===== src/rtl/obstacle_pkg.sv =====
// Shared definitions for the obstacle word stream: type codes, field layout
// and LFSR helpers used by the streamer and by its consumers.
package obstacle_pkg;

    localparam int NUM_LANES = 3;
    localparam int TYPE_MSB  = 15;
    localparam int LANE_LSB  = 11;
    localparam int DEPTH_W   = 11;

    // OBS_RAMP2 exists only in row storage; it leaves the block as OBS_RAMP1
    typedef enum logic [2:0] {
        OBS_EMPTY = 3'b000,
        OBS_LOW   = 3'b001,
        OBS_HIGH  = 3'b010,
        OBS_MID   = 3'b011,
        OBS_TRAIN = 3'b100,
        OBS_RAMP1 = 3'b101,
        OBS_RAMP2 = 3'b111
    } obs_type_e;

    typedef logic [NUM_LANES-1:0][2:0] row_t;

    // x^16 + x^14 + x^13 + x^11 + 1, Fibonacci form shifting right
    function automatic logic [15:0] lfsr_next(input logic [15:0] l);
        return {l[0] ^ l[2] ^ l[3] ^ l[5], l[15:1]};
    endfunction

    function automatic logic [2:0] lfsr_type(input logic [2:0] b);
        case (b)
            3'b110:  return OBS_EMPTY;
            3'b111:  return OBS_RAMP1;
            default: return b;
        endcase
    endfunction

    function automatic logic [1:0] lane_next(input logic [1:0] l);
        return (l == 2'd2) ? 2'd0 : l + 2'd1;
    endfunction

endpackage


===== src/rtl/obstacle_streamer_row_generator.sv =====
// Builds the next row entering the window and owns the generator LFSR,
// which advances once per generated row.
module row_generator
    import obstacle_pkg::*;
#(
    parameter logic [15:0] SEED = 16'hACE1
) (
    input  logic clk,
    input  logic rst,
    input  logic step,
    input  row_t top_row,
    input  logic safe,
    output row_t new_row
);

    logic [15:0]          lfsr;
    logic [NUM_LANES-1:0] forced;
    row_t                 gen;
    logic [1:0]           pass;

    always_ff @(posedge clk) begin
        if (rst)
            lfsr <= SEED;
        else if (step)
            lfsr <= lfsr_next(lfsr);
    end

    always_comb begin
        forced = '0;
        gen    = '0;
        for (int l = 0; l < NUM_LANES; l++) begin
            case (top_row[l])
                OBS_RAMP1: begin gen[l] = OBS_RAMP2; forced[l] = 1'b1; end
                OBS_RAMP2: begin gen[l] = OBS_TRAIN; forced[l] = 1'b1; end
                default:   gen[l] = lfsr_type(lfsr[3*l +: 3]);
            endcase
        end
        // pass lane walks past ramp continuations; at least one lane is always free
        pass = (lfsr[15:14] == 2'd3) ? 2'd0 : lfsr[15:14];
        if (forced[pass]) begin
            pass = lane_next(pass);
            if (forced[pass])
                pass = lane_next(pass);
        end
        new_row       = gen;
        new_row[pass] = OBS_EMPTY;
        if (safe)
            new_row = '0;
    end

endmodule


===== src/rtl/obstacle_streamer.sv =====
// Scrolling obstacle window plus the per-frame scan that streams one word
// per lane per row, row 0 first.
module obstacle_streamer
    import obstacle_pkg::*;
#(
    parameter int          HALF_BLOCK_LENGTH = 64,
    parameter int          SPEED             = 4,
    parameter int          NUM_ROWS          = 8,
    parameter int          SAFE_ROWS         = 3,
    parameter logic [15:0] SEED              = 16'hACE1
) (
    input  logic        clk,
    input  logic        rst,
    input  logic        new_frame,
    input  logic        game_over,
    output logic [15:0] obstacle,
    output logic        obstacle_valid,
    output logic        firstrow,
    output logic        scan_busy
);

    localparam int PW = $clog2(HALF_BLOCK_LENGTH);
    localparam int RW = (NUM_ROWS > 1) ? $clog2(NUM_ROWS) : 1;
    localparam int SW = (SAFE_ROWS > 0) ? $clog2(SAFE_ROWS + 1) : 1;
    localparam logic [PW-1:0] LAST_P   = PW'(HALF_BLOCK_LENGTH - SPEED);
    localparam logic [PW-1:0] STEP_P   = PW'(SPEED);
    localparam logic [RW-1:0] LAST_ROW = RW'(NUM_ROWS - 1);
    localparam int            DEPTH_MAX = (1 << DEPTH_W) - 1;

    typedef enum logic {IDLE, SCAN} state_e;

    state_e                 state, state_d;
    row_t [NUM_ROWS-1:0]    rows, rows_d;
    row_t                   new_row;
    logic [PW-1:0]          progress, prog_d;
    logic [SW-1:0]          safe_cnt, safe_d;
    logic                   scroll, shift, emit;
    logic [RW-1:0]          ptr_row, ptr_row_d, word_row;
    logic [1:0]             ptr_lane, ptr_lane_d, word_lane;
    logic [2:0]             wtype, otype;
    logic [15:0]            word;
    int                     depth;

    row_generator #(.SEED(SEED)) u_gen (
        .clk     (clk),
        .rst     (rst),
        .step    (shift),
        .top_row (rows[NUM_ROWS-1]),
        .safe    (safe_cnt != '0),
        .new_row (new_row)
    );

    always_comb begin
        scroll = new_frame && !game_over;
        shift  = scroll && (progress >= LAST_P);
        prog_d = progress;
        rows_d = rows;
        safe_d = safe_cnt;
        if (shift) begin
            prog_d = '0;
            rows_d = {new_row, rows[NUM_ROWS-1:1]};
            if (safe_cnt != '0)
                safe_d = safe_cnt - 1'b1;
        end else if (scroll) begin
            prog_d = progress + STEP_P;
        end
    end

    // a new_frame always (re)starts the scan at row 0 and emits that word next cycle
    always_comb begin
        state_d    = state;
        emit       = 1'b0;
        word_row   = ptr_row;
        word_lane  = ptr_lane;
        ptr_row_d  = ptr_row;
        ptr_lane_d = ptr_lane;
        if (new_frame) begin
            emit      = 1'b1;
            word_row  = '0;
            word_lane = '0;
        end else if (state == SCAN) begin
            emit = 1'b1;
        end
        if (emit) begin
            if (word_lane == 2'd2) begin
                ptr_lane_d = 2'd0;
                ptr_row_d  = word_row + 1'b1;
            end else begin
                ptr_lane_d = word_lane + 2'd1;
                ptr_row_d  = word_row;
            end
            state_d = (word_row == LAST_ROW && word_lane == 2'd2) ? IDLE : SCAN;
        end
    end

    // words are taken from the post-scroll window so a frame sees its own update
    always_comb begin
        wtype = rows_d[word_row][word_lane];
        otype = (wtype == OBS_RAMP2) ? OBS_RAMP1 : wtype;
        depth = (int'(word_row) + 1) * HALF_BLOCK_LENGTH - 1 - int'(prog_d);
        if (wtype == OBS_RAMP1)
            depth = depth + HALF_BLOCK_LENGTH;
        if (depth > DEPTH_MAX)
            depth = DEPTH_MAX;
        word = {otype, word_lane, DEPTH_W'(depth)};
    end

    always_ff @(posedge clk) begin
        if (rst) begin
            state          <= IDLE;
            ptr_row        <= '0;
            ptr_lane       <= '0;
            rows           <= '0;
            progress       <= '0;
            safe_cnt       <= SW'(SAFE_ROWS);
            obstacle       <= '0;
            obstacle_valid <= 1'b0;
            firstrow       <= 1'b0;
            scan_busy      <= 1'b0;
        end else begin
            state          <= state_d;
            ptr_row        <= ptr_row_d;
            ptr_lane       <= ptr_lane_d;
            rows           <= rows_d;
            progress       <= prog_d;
            safe_cnt       <= safe_d;
            obstacle       <= emit ? word : '0;
            obstacle_valid <= emit;
            firstrow       <= emit && (word_row == '0);
            scan_busy      <= emit;
        end
    end

endmodule


===== config.mk =====
export PLATFORM = sky130hd
export DESIGN_NAME = obstacle_streamer
export DESIGN_NICKNAME = d
export VERILOG_FILES = /design/src/rtl/obstacle_pkg.sv /design/src/rtl/obstacle_streamer_row_generator.sv /design/src/rtl/obstacle_streamer.sv
export SDC_FILE = /design/constraint.sdc
export NUM_CORES = 1
export LEC_CHECK = 0
export BUFFER_PORTS_ARGS = -buffer_cell sky130_fd_sc_hd__buf_2
export CORE_MARGIN = 2
export CORE_UTILIZATION = 61
export CTS_CLUSTER_SIZE = 24
export DETAILED_ROUTE_END_ITERATION = 16
export PLACE_DENSITY = 0.83
export SLEW_MARGIN = 10
export SYNTH_ARGS = -nofsm -noshare
export SYNTH_HDL_FRONTEND = slang
export SYNTH_SLANG_ARGS = --single-unit

===== constraint.sdc =====
create_clock -name clk -period 3.8 [get_ports clk]
set_clock_uncertainty 0.1 [all_clocks]
set_input_delay 0.19 -clock clk [delete_from_list [all_inputs] [get_ports clk]]
set_output_delay 0.19 -clock clk [all_outputs]
set_load 0.03 [all_outputs]

==> impl_results.md, run 1 <==
* CTS tree: done
* Post-synth top flop: dfxtp_1
* Seq/Total Area, Yosys at 42.2%
* Post-route minimum period at 3420 ps
* Final Hold Vio Count at 0
* Clock root buffer: clkbuf_8
* # clock sinks at 120
* Die Span Y at 101 um
* DRC at 0
* Ports at 23
* TritonCTS Buffers at 17
* Htree depth at 4
* P&R area growth vs syn at 12.4%
* P_sw at 0.615 mW
* Post-synthesis register bit count at 120
* Gr ovfl total at 0
* Final period util at 89.9%
* Number of synthesized flops with an enable pin at 0
* ANT cells at 0
* First drt pass iteration count at 7
* Filler Cell Count at 743
* Vias in the first global route at 5045
* Post-Layout Cell Count at 839
* Max clock buf depth at 2
* Slew Limit Headroom at 31.5%
* Worst VDD drop at 309 uV
* Register share of total power at 43.1%
* Asr flop ratio synth at 0%
* Chip Width at 101 um
* Routability congestion estimate at 0.933
* Sw frac at 20.7%
* Largest net degree at the start of global routing at 102
* Status: complete, no violations
* Worst Path Max Fanout at 14
* DRT antenna net count at 0
* Synthesized Nets at 728
* Synthesized instance count at 714
* RSZ-0062 raised after global routing: no
* Num rows at 35
* Internal power at 2.35 mW
* Clock latency on the worst-skew pair at 510 ps
* Worst r2r src: progress[2]
* Initial antenna violation count at 0
* Final-stage net count at 730
* Wire per inst at 17.6 um
* CP startpoint: new_frame
* Combinational share of power at 2.5%
* Slew Limit Fails at 0
* Pleak at 2.40 nW
* Yosys cell types at 71
* Cell area after synthesis at 0.00569 mm2
* Hold Path Class: input port to flip-flop
* Total negative slack at 0 ps
* Worst-Margin Slew at 1030 ps
* Cell total after placement at 807
* Via count at 5218
* First-pass GRT wire length at 24.3 mm
* CP max stage delay at 530 ps
* CP required at 4130 ps
* Yosys warnings at 0
* Full die area at 0.0101 mm2
* Achievable Freq at 293 MHz
* Starting Density at 62.2%
* Power density cells at 463 mW/mm2
* Worst-path cell chain: dlygate4sd3_1, buf_2, nand2b_1, inv_1, a21oi_1, mux2_1, a221o_1, o311ai_1, a211o_1, nand2_2, o31ai_1
* Clk slew on worst S/H paths at 60 ps
* Setup crit start kind: input port
* # setup viols final at 0
* Max Cap Viol at 0
* Syn Area/Cell at 7.97 um2
* Core area at 0.00915 mm2
* Crit path max-delay cell type: dlygate4sd3_1
* WP data arrival at 3740 ps
* Drt first-iter violations at 388
* CP endpoint kind: flip-flop
* Clock network fraction of total power at 54.4%
* Critical Setup Path Class: input port to flip-flop
* Global-route usage over all layers at 30.2%
* Layout cells sized above 1 at 10.6%
* Hold_sp: game_over
* Via/cell ratio at 6.22
* Final wirelength at 14.8 mm
* Port bufs at 22
* Post-DP HPWL at 9.51 mm
power by group through the flow:
stage	logic (mW)	registers [mW]	clock network (mW)
floorplan	0.0441	1.32	0
global placement	0.0723	1.30	0
detailed placement	0.0735	1.30	0
CTS	0.0744	1.28	1.63
global route	0.0803	1.28	1.69
finish	0.0750	1.28	1.61
worst max-delay path: cells and delay by family:
family,cells,cell delay [ps]
compound gates,5,1530
simple gates,2,480
mux,1,380
buf+inv,3,1150
metal layers:
metal / vias up / GRT usage (%) / share of wire, %
met5: - / 0 / 0
met4: 0 / 12.9 / 2.8
met3: 46 / 8.11 / 6.7
met2: 208 / 52.0 / 49
met1: 2462 / 35.4 / 41
li1: 2502 / - / -
stage by stage:
stage	hold slack [ps]	total power [mW]	util, %	worst slack [ps]	instance area [um2]
finish	44.6	2.97	69.9	384	6400
global route	63.4	3.05	69.9	113	6400
CTS	37.2	2.98	69.9	472	6400
detailed placement	326	1.38	63.3	509	5800
global placement	335	1.38	63.3	658	5800
floorplan	313	1.36	-	1100	5690
path summary, 6_finish.rpt:
check / end / slack, ps / depth (start not counted)
hold / removal: progress[4] / 40 / 5
setup / recovery: obstacle[4] / 380 / 11
setup reg to reg: obstacle[8] / 400 / 9
hold reg to reg: obstacle[1] / 330 / 1
cell type report:
cell class	count	area, um2	share of cell area [%]
well taps	111	139	2.17
inverters	20	77.6	1.21
clock inverters	8	119	1.86
repair buffers	32	188	2.93
clock buffers	23	477	7.45
flip-flops and latches	120	2400	37.5
multi-input cells	525	3000	46.9
synthesized netlist by cell type, types with 7 or more instances:
cell | n | share of area, %
and3_1 | 9 | 0.99
clkbuf_1 | 34 | 2.2
xnor2_1 | 7 | 1.1
nor2_1 | 44 | 2.9
a31oi_1 | 8 | 0.88
and2_1 | 10 | 1.1
mux2i_1 | 14 | 2.5
a211o_1 | 8 | 1.2
inv_1 | 16 | 1.1
nand3_1 | 12 | 1.1
nand2b_1 | 10 | 1.1
a21oi_1 | 90 | 7.9
a211oi_1 | 8 | 1.1
ha_1 | 10 | 2.2
dfxtp_1 | 120 | 42
o21ai_0 | 28 | 2.5
nand2_1 | 163 | 11
registers in the layout, summed over array words and instances (netlist names):
register,flops
progress,6
ptr_row,3
obstacle,16
safe_cnt,2
u_gen.lfsr,16
rows,72
state,1
ptr_lane,2
scan_busy,1
firstrow,1
logic make-up (layout without fill, tap and decap cells):
group                      after synthesis  after routing  share of synthesized area [%]
muxes                                   16             16                           2.86
AOI/OAI and AO/OA                      199            199                           22.5
xor gates and xnor gates                 9              9                           1.38
DFF                                    120            120                           42.2
and+or+nand+nor                        291            291                           23.6
buffers and inverters                   69             83                           5.25
adders and majority gates               10             10                           2.20
what timing repair did:
item	4_1_cts	5_1_grt
hold buffers	1	0
endpoints found under the hold margin	1	0
buffers inserted	0	0
gates resized for setup	0	0
cells in the final DEF (no fill, tap or decap), types with 10 or more instances in the layout:
cell type,count
buf_2,22
inv_1,16
nor2_1,44
a21oi_1,90
mux2i_1,14
dfxtp_1,120
o21ai_0,28
nand3_1,12
nand2b_1,10
nand2_1,162
and2_1,10
clkbuf_16,16
ha_1,10
Note: power is estimated with default switching activity, not from simulation.
==> run 2, diff against run 1 <==
CTS_BUF_LIST = sky130_fd_sc_hd__clkbuf_4 sky130_fd_sc_hd__clkbuf_8 sky130_fd_sc_hd__clkbuf_16   (was unset)
==> run 2 against run 1 <==
Clock-buffer cell count did not move. Clock power barely moved. Flip-flop and latch count did not move. Die area did not move. Combinational power barely moved. Largest power group unchanged. Highest routed layer unchanged.
==> impl_results.md, run 2 (same netlist as run 1, synthesis figures left out) <==
* Total negative slack at 0 ps (unchanged)
* Worst reg-to-reg path cell count at 9 (unchanged)
* Slew Limit Fails at 0 (unchanged)
* Fin Hold WS at 48.5 ps (+3.93 ps)
* Clock root buffer: clkbuf_8
* Max Cap Viol at 0 (unchanged)
* # clock sinks at 120 (unchanged)
* Multi-input gate area at 0.00300 mm2 (unchanged)
* First-pass GRT wire length at 24.3 mm (+0.23%)
* Filler Cell Count at 739 (-0.54%)
* Global-route usage over all layers at 30.3% (+0.059 points)
* Max clock buf depth at 2 (unchanged)
* Met2 wire len at 7.27 mm (-0.32%)
* ANT cells at 0 (unchanged)
* Slew Limit Headroom at 31.4% (-0.061 points)
* WP data arrival at 3720 ps (-20 ps)
* Worst VDD drop at 309 uV (about the same)
* Final Hold Vio Count at 0 (unchanged)
* Hold Path Depth at 5 (unchanged)
* Final wirelength at 14.8 mm (about the same)
* CP required at 4080 ps (-50 ps)
* Port bufs at 22 (unchanged)
* Final instance area at 0.00641 mm2 (+0.12%)
* Number of hold buffers added after CTS at 1 (unchanged)
* Chip Width at 101 um (unchanged)
* Worst setup margin at 368 ps (-15.1 ps)
* Achievable Freq at 291 MHz (-0.44%)
* Total Power at 2.98 mW (+0.56%)
* Max FFs per register at 72 (unchanged)
* Die Span Y at 101 um (unchanged)
* Post-CTS setup buffers at 0 (unchanged)
* Drt first-iter violations at 423 (+9.0%)
* Ports at 23 (unchanged)
* Most common cell after layout, fill and taps aside: nand2_1
* Routability congestion estimate at 0.933 (unchanged)
* Crit path max-delay cell type: dlygate4sd3_1
* Layout cells sized above 1 at 10.9% (+0.27 points)
* Final-stage net count at 730 (unchanged)
* First drt pass iteration count at 5 (-2)
* Post-Layout Cell Count at 839 (unchanged)
* DRC at 0 (unchanged)
* CTS tree: done
* Initial antenna violation count at 0 (unchanged)
* Gr ovfl total at 0 (unchanged)
* Setup crit start kind: input port
* Largest net degree at the start of global routing at 102 (unchanged)
* Final Util at 70.0% (+0.082 points)
* RSZ-0062 raised after global routing: no
* Clock latency on the worst-skew pair at 510 ps (about the same)
* CP max stage delay at 530 ps (about the same)
* Met1 WL at 6.02 mm (-0.63%)
* Post-DP HPWL at 9.51 mm (unchanged)
* Final period util at 90.3% (+0.40 points)
* Worst-path cell chain: dlygate4sd3_1, buf_2, nand2b_1, inv_1, a21oi_1, mux2_1, a221o_1, o311ai_1, a211o_1, and4_1, a211oi_1
* CP endpoint kind: flip-flop
* Wire length on met3 at 1.05 mm (+5.6%)
* DRT antenna net count at 0 (unchanged)
* Clk slew on worst S/H paths at 60 ps (about the same)
* Cell total after placement at 807 (unchanged)
* Critical Setup Path Class: input port to flip-flop
* Hold Path Class: input port to flip-flop
* P&R area growth vs syn at 12.6%
* Register area at 0.00240 mm2 (unchanged)
* Num rows at 35 (unchanged)
* Top flop regs: rows: 72 flops, obstacle: 16 flops, u_gen.lfsr: 16 flops
* Core area at 0.00915 mm2 (unchanged)
* Vias in the first global route at 5055 (+0.20%)
* # setup viols final at 0 (unchanged)
* Cts repair resizes at 0 (unchanged)
* DP Worst Slack at 509 ps (unchanged)
* TritonCTS Buffers at 17 (unchanged)
* Power density cells at 465 mW/mm2 (+0.44%)
* Pleak at 2.40 nW (+0.29%)
* Starting Density at 62.2% (unchanged)
* Via count at 5255 (+0.71%)
* Via/cell ratio at 6.26 (+0.71%)
* Worst Path Max Fanout at 14 (unchanged)
* Htree depth at 4 (unchanged)
* Full die area at 0.0101 mm2 (unchanged)
* Wire per inst at 17.6 um (about the same)
* Post-route minimum period at 3430 ps (+15.1 ps)
* Leading cell types in the layout, fill and taps excluded: 162 x nand2_1, 120 x dfxtp_1, 90 x a21oi_1
* Status: complete, no violations
* Placed cell areas at 0.00580 mm2 (unchanged)
* Most flops, register: rows
* Worst-Margin Slew at 1030 ps (+0.914 ps)
* Top routing layer in use: met4
==> run 2: cell count changes in the layout (fill, tap and decap cells not counted) <==
| cell | previous run | this run |
|---|---|---|
| clkbuf_1 | 2 | 0 |
| clkbuf_4 | 0 | 2 |
==> run 2: power breakdown <==
part / switching, mW / leakage (nW) / internal [mW]
sequential: 0.00905 / 0.970 / 1.27
clock: 0.553 / 0.304 / 1.08
combinational: 0.0554 / 1.13 / 0.0197
total: 0.617 / 2.40 / 2.36
==> run 2: layer usage <==
metal / global-route usage (%) / vias up
li1: - / 2502
met1: 35.5 / 2468
met2: 52.1 / 231
met3: 8.11 / 54
met4: 12.9 / 0
met5: 0 / -
==> run 2: layout make-up <==
cell class / instances / area share [%]
Inverter: 20 / 1.21
Sequential cell: 120 / 37.5
Timing Repair Buffer: 32 / 2.93
Clock buffer: 23 / 7.56
Multi-Input combinational cell: 525 / 46.8
Clock inverter: 8 / 1.85
Tap cell: 111 / 2.17
==> run 2: worst paths after layout <==
kind                from           to  slack, ps
max reg2reg  progress[2]  obstacle[8]        400
min            game_over  progress[4]         50
max            new_frame  obstacle[8]        370
min reg2reg  progress[1]  obstacle[1]        330
==> run 2: critical path: cells and delay by family <==
family | cells | cell delay, ps
mux | 1 | 390
simple gates | 2 | 620
buf+inv | 3 | 1160
compound gates | 5 | 1360
